--- src/rtl/eye_box_measure.sv ---
// Per-frame eye bounding-box measurement over two fixed search windows.
// Box extents are tracked while the frame streams in and published one cycle after the last pixel.
module eye_box_measure #(
    parameter int H_DISP  = 800,
    parameter int V_DISP  = 480,
    parameter int EYE1_X0 = 200,
    parameter int EYE1_X1 = 380,
    parameter int EYE1_Y0 = 120,
    parameter int EYE1_Y1 = 300,
    parameter int EYE2_X0 = 420,
    parameter int EYE2_X1 = 600,
    parameter int EYE2_Y0 = 120,
    parameter int EYE2_Y1 = 300,
    parameter int MIN_PIX = 20
) (
    input  logic        module_clk,
    input  logic        module_rst_n,
    input  logic        lcd_de,
    input  logic [10:0] lcd_pixel_xpos,
    input  logic [10:0] lcd_pixel_ypos,
    input  logic        eye_pix,
    output logic [10:0] eye1_high,
    output logic [10:0] eye1_wide,
    output logic [10:0] eye2_high,
    output logic [10:0] eye2_wide,
    output logic        eye_valid
);

    typedef enum logic {ACCUM, CLOSE} state_t;

    localparam logic [1:0][10:0] WX0 = {11'(EYE2_X0), 11'(EYE1_X0)};
    localparam logic [1:0][10:0] WX1 = {11'(EYE2_X1), 11'(EYE1_X1)};
    localparam logic [1:0][10:0] WY0 = {11'(EYE2_Y0), 11'(EYE1_Y0)};
    localparam logic [1:0][10:0] WY1 = {11'(EYE2_Y1), 11'(EYE1_Y1)};

    state_t            state_q, state_d;
    logic [1:0][10:0]  xmin_q, xmin_d, xmax_q, xmax_d;
    logic [1:0][10:0]  ymin_q, ymin_d, ymax_q, ymax_d;
    logic [1:0][15:0]  cnt_q, cnt_d;
    logic [1:0][10:0]  high_q, high_d, wide_q, wide_d;
    logic              valid_q, valid_d;
    logic              lastPix;
    logic [1:0]        hit;

    assign lastPix = lcd_de && (lcd_pixel_xpos == 11'(H_DISP - 1))
                            && (lcd_pixel_ypos == 11'(V_DISP - 1));

    always_comb begin
        hit = '0;
        for (int k = 0; k < 2; k++) begin
            hit[k] = lcd_de && eye_pix
                  && (lcd_pixel_xpos >= WX0[k]) && (lcd_pixel_xpos <= WX1[k])
                  && (lcd_pixel_ypos >= WY0[k]) && (lcd_pixel_ypos <= WY1[k]);
        end
    end

    // CLOSE is the registered last-pixel flag; in that cycle the incoming pixel is dropped.
    always_comb begin
        state_d = lastPix ? CLOSE : ACCUM;
        xmin_d  = xmin_q;
        xmax_d  = xmax_q;
        ymin_d  = ymin_q;
        ymax_d  = ymax_q;
        cnt_d   = cnt_q;
        high_d  = high_q;
        wide_d  = wide_q;
        valid_d = 1'b0;
        if (state_q == CLOSE) begin
            valid_d = 1'b1;
            for (int k = 0; k < 2; k++) begin
                if (cnt_q[k] >= 16'(MIN_PIX)) begin
                    high_d[k] = ymax_q[k] - ymin_q[k] + 11'd1;
                    wide_d[k] = xmax_q[k] - xmin_q[k] + 11'd1;
                end else begin
                    high_d[k] = '0;
                    wide_d[k] = '0;
                end
                xmin_d[k] = 11'h7FF;
                xmax_d[k] = '0;
                ymin_d[k] = 11'h7FF;
                ymax_d[k] = '0;
                cnt_d[k]  = '0;
            end
        end else begin
            for (int k = 0; k < 2; k++) begin
                if (hit[k]) begin
                    if (lcd_pixel_xpos < xmin_q[k]) xmin_d[k] = lcd_pixel_xpos;
                    if (lcd_pixel_xpos > xmax_q[k]) xmax_d[k] = lcd_pixel_xpos;
                    if (lcd_pixel_ypos < ymin_q[k]) ymin_d[k] = lcd_pixel_ypos;
                    if (lcd_pixel_ypos > ymax_q[k]) ymax_d[k] = lcd_pixel_ypos;
                    if (cnt_q[k] != 16'hFFFF) cnt_d[k] = cnt_q[k] + 16'd1;
                end
            end
        end
    end

    always_ff @(posedge module_clk or negedge module_rst_n) begin
        if (!module_rst_n) begin
            state_q <= ACCUM;
            xmin_q  <= {2{11'h7FF}};
            xmax_q  <= '0;
            ymin_q  <= {2{11'h7FF}};
            ymax_q  <= '0;
            cnt_q   <= '0;
            high_q  <= '0;
            wide_q  <= '0;
            valid_q <= 1'b0;
        end else begin
            state_q <= state_d;
            xmin_q  <= xmin_d;
            xmax_q  <= xmax_d;
            ymin_q  <= ymin_d;
            ymax_q  <= ymax_d;
            cnt_q   <= cnt_d;
            high_q  <= high_d;
            wide_q  <= wide_d;
            valid_q <= valid_d;
        end
    end

    assign eye1_high = high_q[0];
    assign eye1_wide = wide_q[0];
    assign eye2_high = high_q[1];
    assign eye2_wide = wide_q[1];
    assign eye_valid = valid_q;

endmodule

--- config.mk ---
export PLATFORM = sky130hd
export DESIGN_NAME = eye_box_measure
export DESIGN_NICKNAME = d
export VERILOG_FILES = /design/src/rtl/eye_box_measure.sv
export SDC_FILE = /design/constraint.sdc
export NUM_CORES = 1
export LEC_CHECK = 0
export ABC_AREA = 1
export BUFFER_PORTS_ARGS = -buffer_cell sky130_fd_sc_hd__buf_2
export CELL_PAD_IN_SITES_DETAIL_PLACEMENT = 0
export CELL_PAD_IN_SITES_GLOBAL_PLACEMENT = 1
export CORE_MARGIN = 1.5
export CORE_UTILIZATION = 46
export DETAILED_ROUTE_END_ITERATION = 6
export PLACE_DENSITY = 0.8
export SLEW_MARGIN = 20
export SYNTH_ARGS = -nofsm -noshare
export SYNTH_HDL_FRONTEND = slang
export SYNTH_SLANG_ARGS = --single-unit
--- constraint.sdc ---
create_clock -name module_clk -period 3 [get_ports module_clk]
set_input_delay 0.3 -clock module_clk [delete_from_list [all_inputs] [get_ports module_clk]]
set_output_delay 0.3 -clock module_clk [all_outputs]
set_load 0.005 [all_outputs]
## Word-level counts from Yosys, hierarchy flattened

Cells that the tools add are included.

| word-level totals | value |
|---|---|
| word-level logic and storage cells | 110 |
| output and inout port bits | 45 |
| input bits | 26 |
| bits in registers | 166 |

| cells by class | value |
|---|---|
| eq/ne operators | 4 |
| reduce and logical (&&, ||, !) cells | 33 |
| add/sub/neg operators | 10 |
| order comparisons | 16 |
| multiplexer cells | 31 |

Operators by type and width:

| operator | number |
|---|---|
| $mux W11 | 20 |
| $mux W22 | 4 |
| $mux W16 | 4 |
| $add A11 B1 Y11 const B | 4 |
| $gt A11 B11 Y1 | 4 |
| $lt A11 B11 Y1 | 4 |
| $sub A11 B11 Y11 | 4 |
| $add A16 B1 Y16 const B | 2 |
| $ge A16 B5 Y1 const B | 2 |
| $mux W32 | 1 |
| $ne A16 B16 Y1 const B | 2 |
| $reduce_bool A2 Y1 | 12 |
| $le A11 B9 Y1 const B | 2 |
| $reduce_and A2 Y1 | 10 |
| $eq A11 B10 Y1 const B | 1 |
| $eq A11 B9 Y1 const B | 1 |
| $ge A11 B7 Y1 const B | 1 |
| $ge A11 B8 Y1 const B | 1 |
| $ge A11 B9 Y1 const B | 1 |
| $le A11 B10 Y1 const B | 1 |
| $logic_and A1 B1 Y1 | 11 |
| $mux W1 | 2 |

## Depth between registers and ports, before layout

| depth | value |
|---|---|
| depth in word-level cells | 7 |
| gate-level depth with buffers | 13 |
| mapped depth without buffers | 13 |

## Least setup slack after synthesis

Ideal clock, no wire load.

| path | value |
|---|---|
| path type | register -> register |
| start | reg ymin_q[1] (netlist bit) |
| end | reg high_q, in the netlist eye1_high[9] |
| period minus slack after synthesis | 2,213 ps |
| path slack | 787 ps |
| data arrival time | 2,097 ps |
| path buffers | 0 |
| data required time | 2,883 ps |
| stages on the path, launching flop included | 12 |
| path through | dfstp_2 -> ha_1 -> inv_1 -> ha_1 -> inv_1 -> fa_1 -> o21ai_0 -> nand4_1 -> nand3_1 -> nand2_1 -> nand2_1 -> nand2_1 |

| on the way | value |
|---|---|
| cells in the longest elaborated chain, start to end | 3 |

RTL lines:

| what | line | RTL |
|---|---|---|
| start, declared | 38 | `logic [1:0][10:0] ymin_q, ymin_d, ymax_q, ymax_d;` |
| start signal, assigned | 102 | `ymin_q <= {2{11'h7FF}};` |
| start signal, assigned | 112 | `ymin_q <= ymin_d;` |
| $sub A11 B11 Y11 | 72 | `high_d[k] = ymax_q[k] - ymin_q[k] + 11'd1;` |
| $add A11 B1 Y11 | 72 |  |
| $mux W11 | 71 | `if (cnt_q[k] >= 16'(MIN_PIX)) begin` |
| end signal, assigned | 115 | `high_q <= high_d;` |
| end, declared | 40 | `logic [1:0][10:0] high_q, high_d, wide_q, wide_d;` |

No other way between the ends.
A chain may end at the register's enable or synchronous reset.

## Worst setup path after layout

Ends and elaborated chain as after synthesis.

==> summary.md <==
| Metric | Value |
|---|---|
| Status | finished, final reports clean |
| WP data arrival | 2.84 ns |
| Antenna violations before repair | 0 |
| Share of cells above drive strength 1 | about a tenth |
| Cts hold-fix bufs | 1 |
| GP Congestion | approximately 0.86 |
| Tcrit/Tclk final | 83.7% |
| GRT Util Overall | 25.3% |
| Slowest CP cell | dfstp_2 |
| Slew Limit Fails | 0 |
| R2r setup slk | 0.49 ns |
| Core area | roughly 0.026 mm² |
| Worst hold slack | 0.166 ns |
| Critical path cell sequence | ha_1 > inv_1 > ha_1 > inv_1 > fa_1 > o21ai_0 > nand4_1 > nand3_1 > nand2_1 > nand2_1 > nand2_1 |
| First-pass iteration count of the detailed router | 7 |
| CP max FO | 4 |
| Kind of critical path | register to register |
| First-pass GRT wire length | about 56000 µm |
| # IOs | 71 |
| Die Y | 167 µm |
| Area Growth Syn to Fin | 9.94% |
| RSZ-0062 raised after global routing | false |
| Vias | 10900 |
| M1 GR Usage | 35.2% |
| Total power | between 6 and 7 mW |
| Slew of the pin with the lowest slew margin | 0.859 ns |
| Max_cap viols | 0 |
| Clk root buf | clkbuf_16 |
| Routed vias/inst | 5.22 |
| Synth Net Count | 1874 |
| CP bufs+invs | 2 |
| Relative slew slack | 42.8% |
| Clk_lat worst skew | 0.44 ns |
| Primary FF master, synth | dfrtp_1 |
| Sink Count | ~170 |
| TNS Setup | 0 ns |
| Die Area | between 0.02 and 0.03 mm² |
| Post-synth EDFFs | 0 |
| Synthesized cell area | 0.0124 mm² |
| DRT antenna net count | 0 |
| FF+latch count, synth | 166 |
| Layer with the highest usage | met2 |
| Startpoint Class | register |
| Syn Inst Count | between 1500 and 2000 |
| Area of placed instances | 0.0131 mm² |
| Initial Utilization | 47.2% |
| CTS clk-pin slew, worst paths | 0.07 ns |
| Clock Path Buffers | 2 |
| Overall overflow remaining after global route | 0 |
| Fin crit period | about 2.5 ns |
| Vias in the first global route | about 11000 |
| Final setup viols | 0 |
| Post-CTS Setup Inserts | 0 |
| Met3 usage | 3.85% |
| Post-layout util | 51.9% |
| Class of the worst hold path | input pin to register |
| CP max stage delay | around 0.55 ns |
| Worst VDD drop | between 0.0003 and 0.0004 V |
| Final Instance Area | about 0.014 mm² |
| Clock skew | 0.0116 ns |
| # DRC | 0 |
| Leak | 7.72 nW |
| Total CTS buffers | 17 |
| Pin count of the biggest net entering global routing | 87 |
| Diode count | 0 |
| Routed len/inst | around 16 µm |
| Die width | 167 µm |
| Total wire length | about 34000 µm |
| Crit-path leading delay family | adder cells |
| Layout Nets | 1936 |
| DP HPWL | around 25000 µm |
| # resized after CTS | 0 |
| Rows | 59 |
| Most Frequent Cell on Critical Path | nand2_1 |
| Number of distinct library cells after synthesis | 44 |
| CP endpoint kind | register |
| YS warnings | 0 |
| Iteration-0 DRC Markers | 845 |
| Pwr/cell area | 491 mW/mm² |
| Synth Area per Inst | 7.38 µm² |
| Endpoints failing hold | 0 |
| Required @ worst endpoint | 3.33 ns |
| Sequential share of the synthesized area | 33.9% |
| PortBufs | 70 |
| CTS tree | yes |
| Met2 GRT Util | 41.7% |
| Max Fclk | approximately 400 MHz |
| Htree depth | 4 |
| Async SR Flop Fraction | 100% |
==> registers in the layout (all words and copies together) (netlist names), 11 cells and up <==
signal / cells
cnt_q: 32
eye1_high: 11
eye1_wide: 11
eye2_high: 11
eye2_wide: 11
xmax_q: 22
xmin_q: 22
ymax_q: 22
ymin_q: 22
==> through the flow <==
stage,setup WS (ns),cells
6_report,0.490,2089
5_1_grt,0.323,2089
4_1_cts,0.484,2089
3_5_place_dp,0.502,2057
3_3_place_gp,0.509,2057
2_1_floorplan,0.787,1680
==> final timing paths <==
path,from,end,cells after the start
max reg2reg,ymin_q[1],eye1_high[9],11
max,ymin_q[1],eye1_high[9],11
min,lcd_de,state_q,3
min in group asynchronous,module_rst_n,eye2_high[10],2
min reg2reg,eye1_high[8],eye1_high[8],2
max in group asynchronous,module_rst_n,xmin_q[8],3
==> cells by family (layout without fill, tap and decap cells) <==
group | Yosys count | after routing | share of synthesized area [%]
flip-flops | 166 | 166 | 33.9
buffers and inverters | 258 | 332 | 8.41
AND/OR/NAND/NOR | 885 | 885 | 30.4
AO/OA/AOI/OAI | 169 | 169 | 7.66
adder cells (fa/ha/maj) | 168 | 168 | 17.2
XOR/XNOR | 34 | 34 | 2.40
==> layer usage <==
layer / wire length (µm) / up-vias
li1: - / 5558
met1: 16400 / 5144
met2: 15500 / 177
met3: 1230 / 28
met4: 402 / 0
met5: 0 / -
==> worst min-delay path: stages <==
cell	delay, ns
buf_2	0.13
nand3_1	0.09
nor4_1	0.05
==> synth_stat cells, types with 13 or more instances <==
master | n | area share, %
nand4_1 | 31 | 1.6
ha_1 | 164 | 17
clkbuf_1 | 13 | 0.39
xor2_1 | 20 | 1.4
o21ai_0 | 65 | 2.6
dfstp_2 | 44 | 9.3
xnor2_1 | 14 | 0.99
dfrtp_1 | 122 | 25
a21oi_1 | 64 | 2.6
nor2_1 | 143 | 4.3
nand2_1 | 510 | 15
nand3_1 | 155 | 6.3
inv_1 | 217 | 6.6
==> cells in the final DEF, fill, tap and decap left out, drive strengths merged, types with 10 or more instances in the layout <==
master    n
clkbuf   21
inv     218
xnor2    14
ha      164
xor2     20
nand2   519
a21oi    65
buf      82
o21ai    67
dfstp    44
nand3   159
dfrtp   122
nor3     12
o21bai   10
nand4    31
nor2    148
==> area by class of cell <==
| cell class | instances | area, µm² |
|---|---|---|
| clock inverter | 10 | 72.6 |
| timing repair buffer | 83 | 482 |
| sequential | 166 | 4210 |
| inverter | 218 | 821 |
| fill | 2641 | 12600 |
| clock buffer | 21 | 480 |
| multi-input combinational | 1256 | 7150 |
| tap | 335 | 419 |
==> where the power goes <==
group	internal [mW]	switching, mW
registers	2.50	0.140
clock network	1.15	0.974
logic	0.727	1.20
total	4.38	2.31
(Power assumes the default switching activity.)
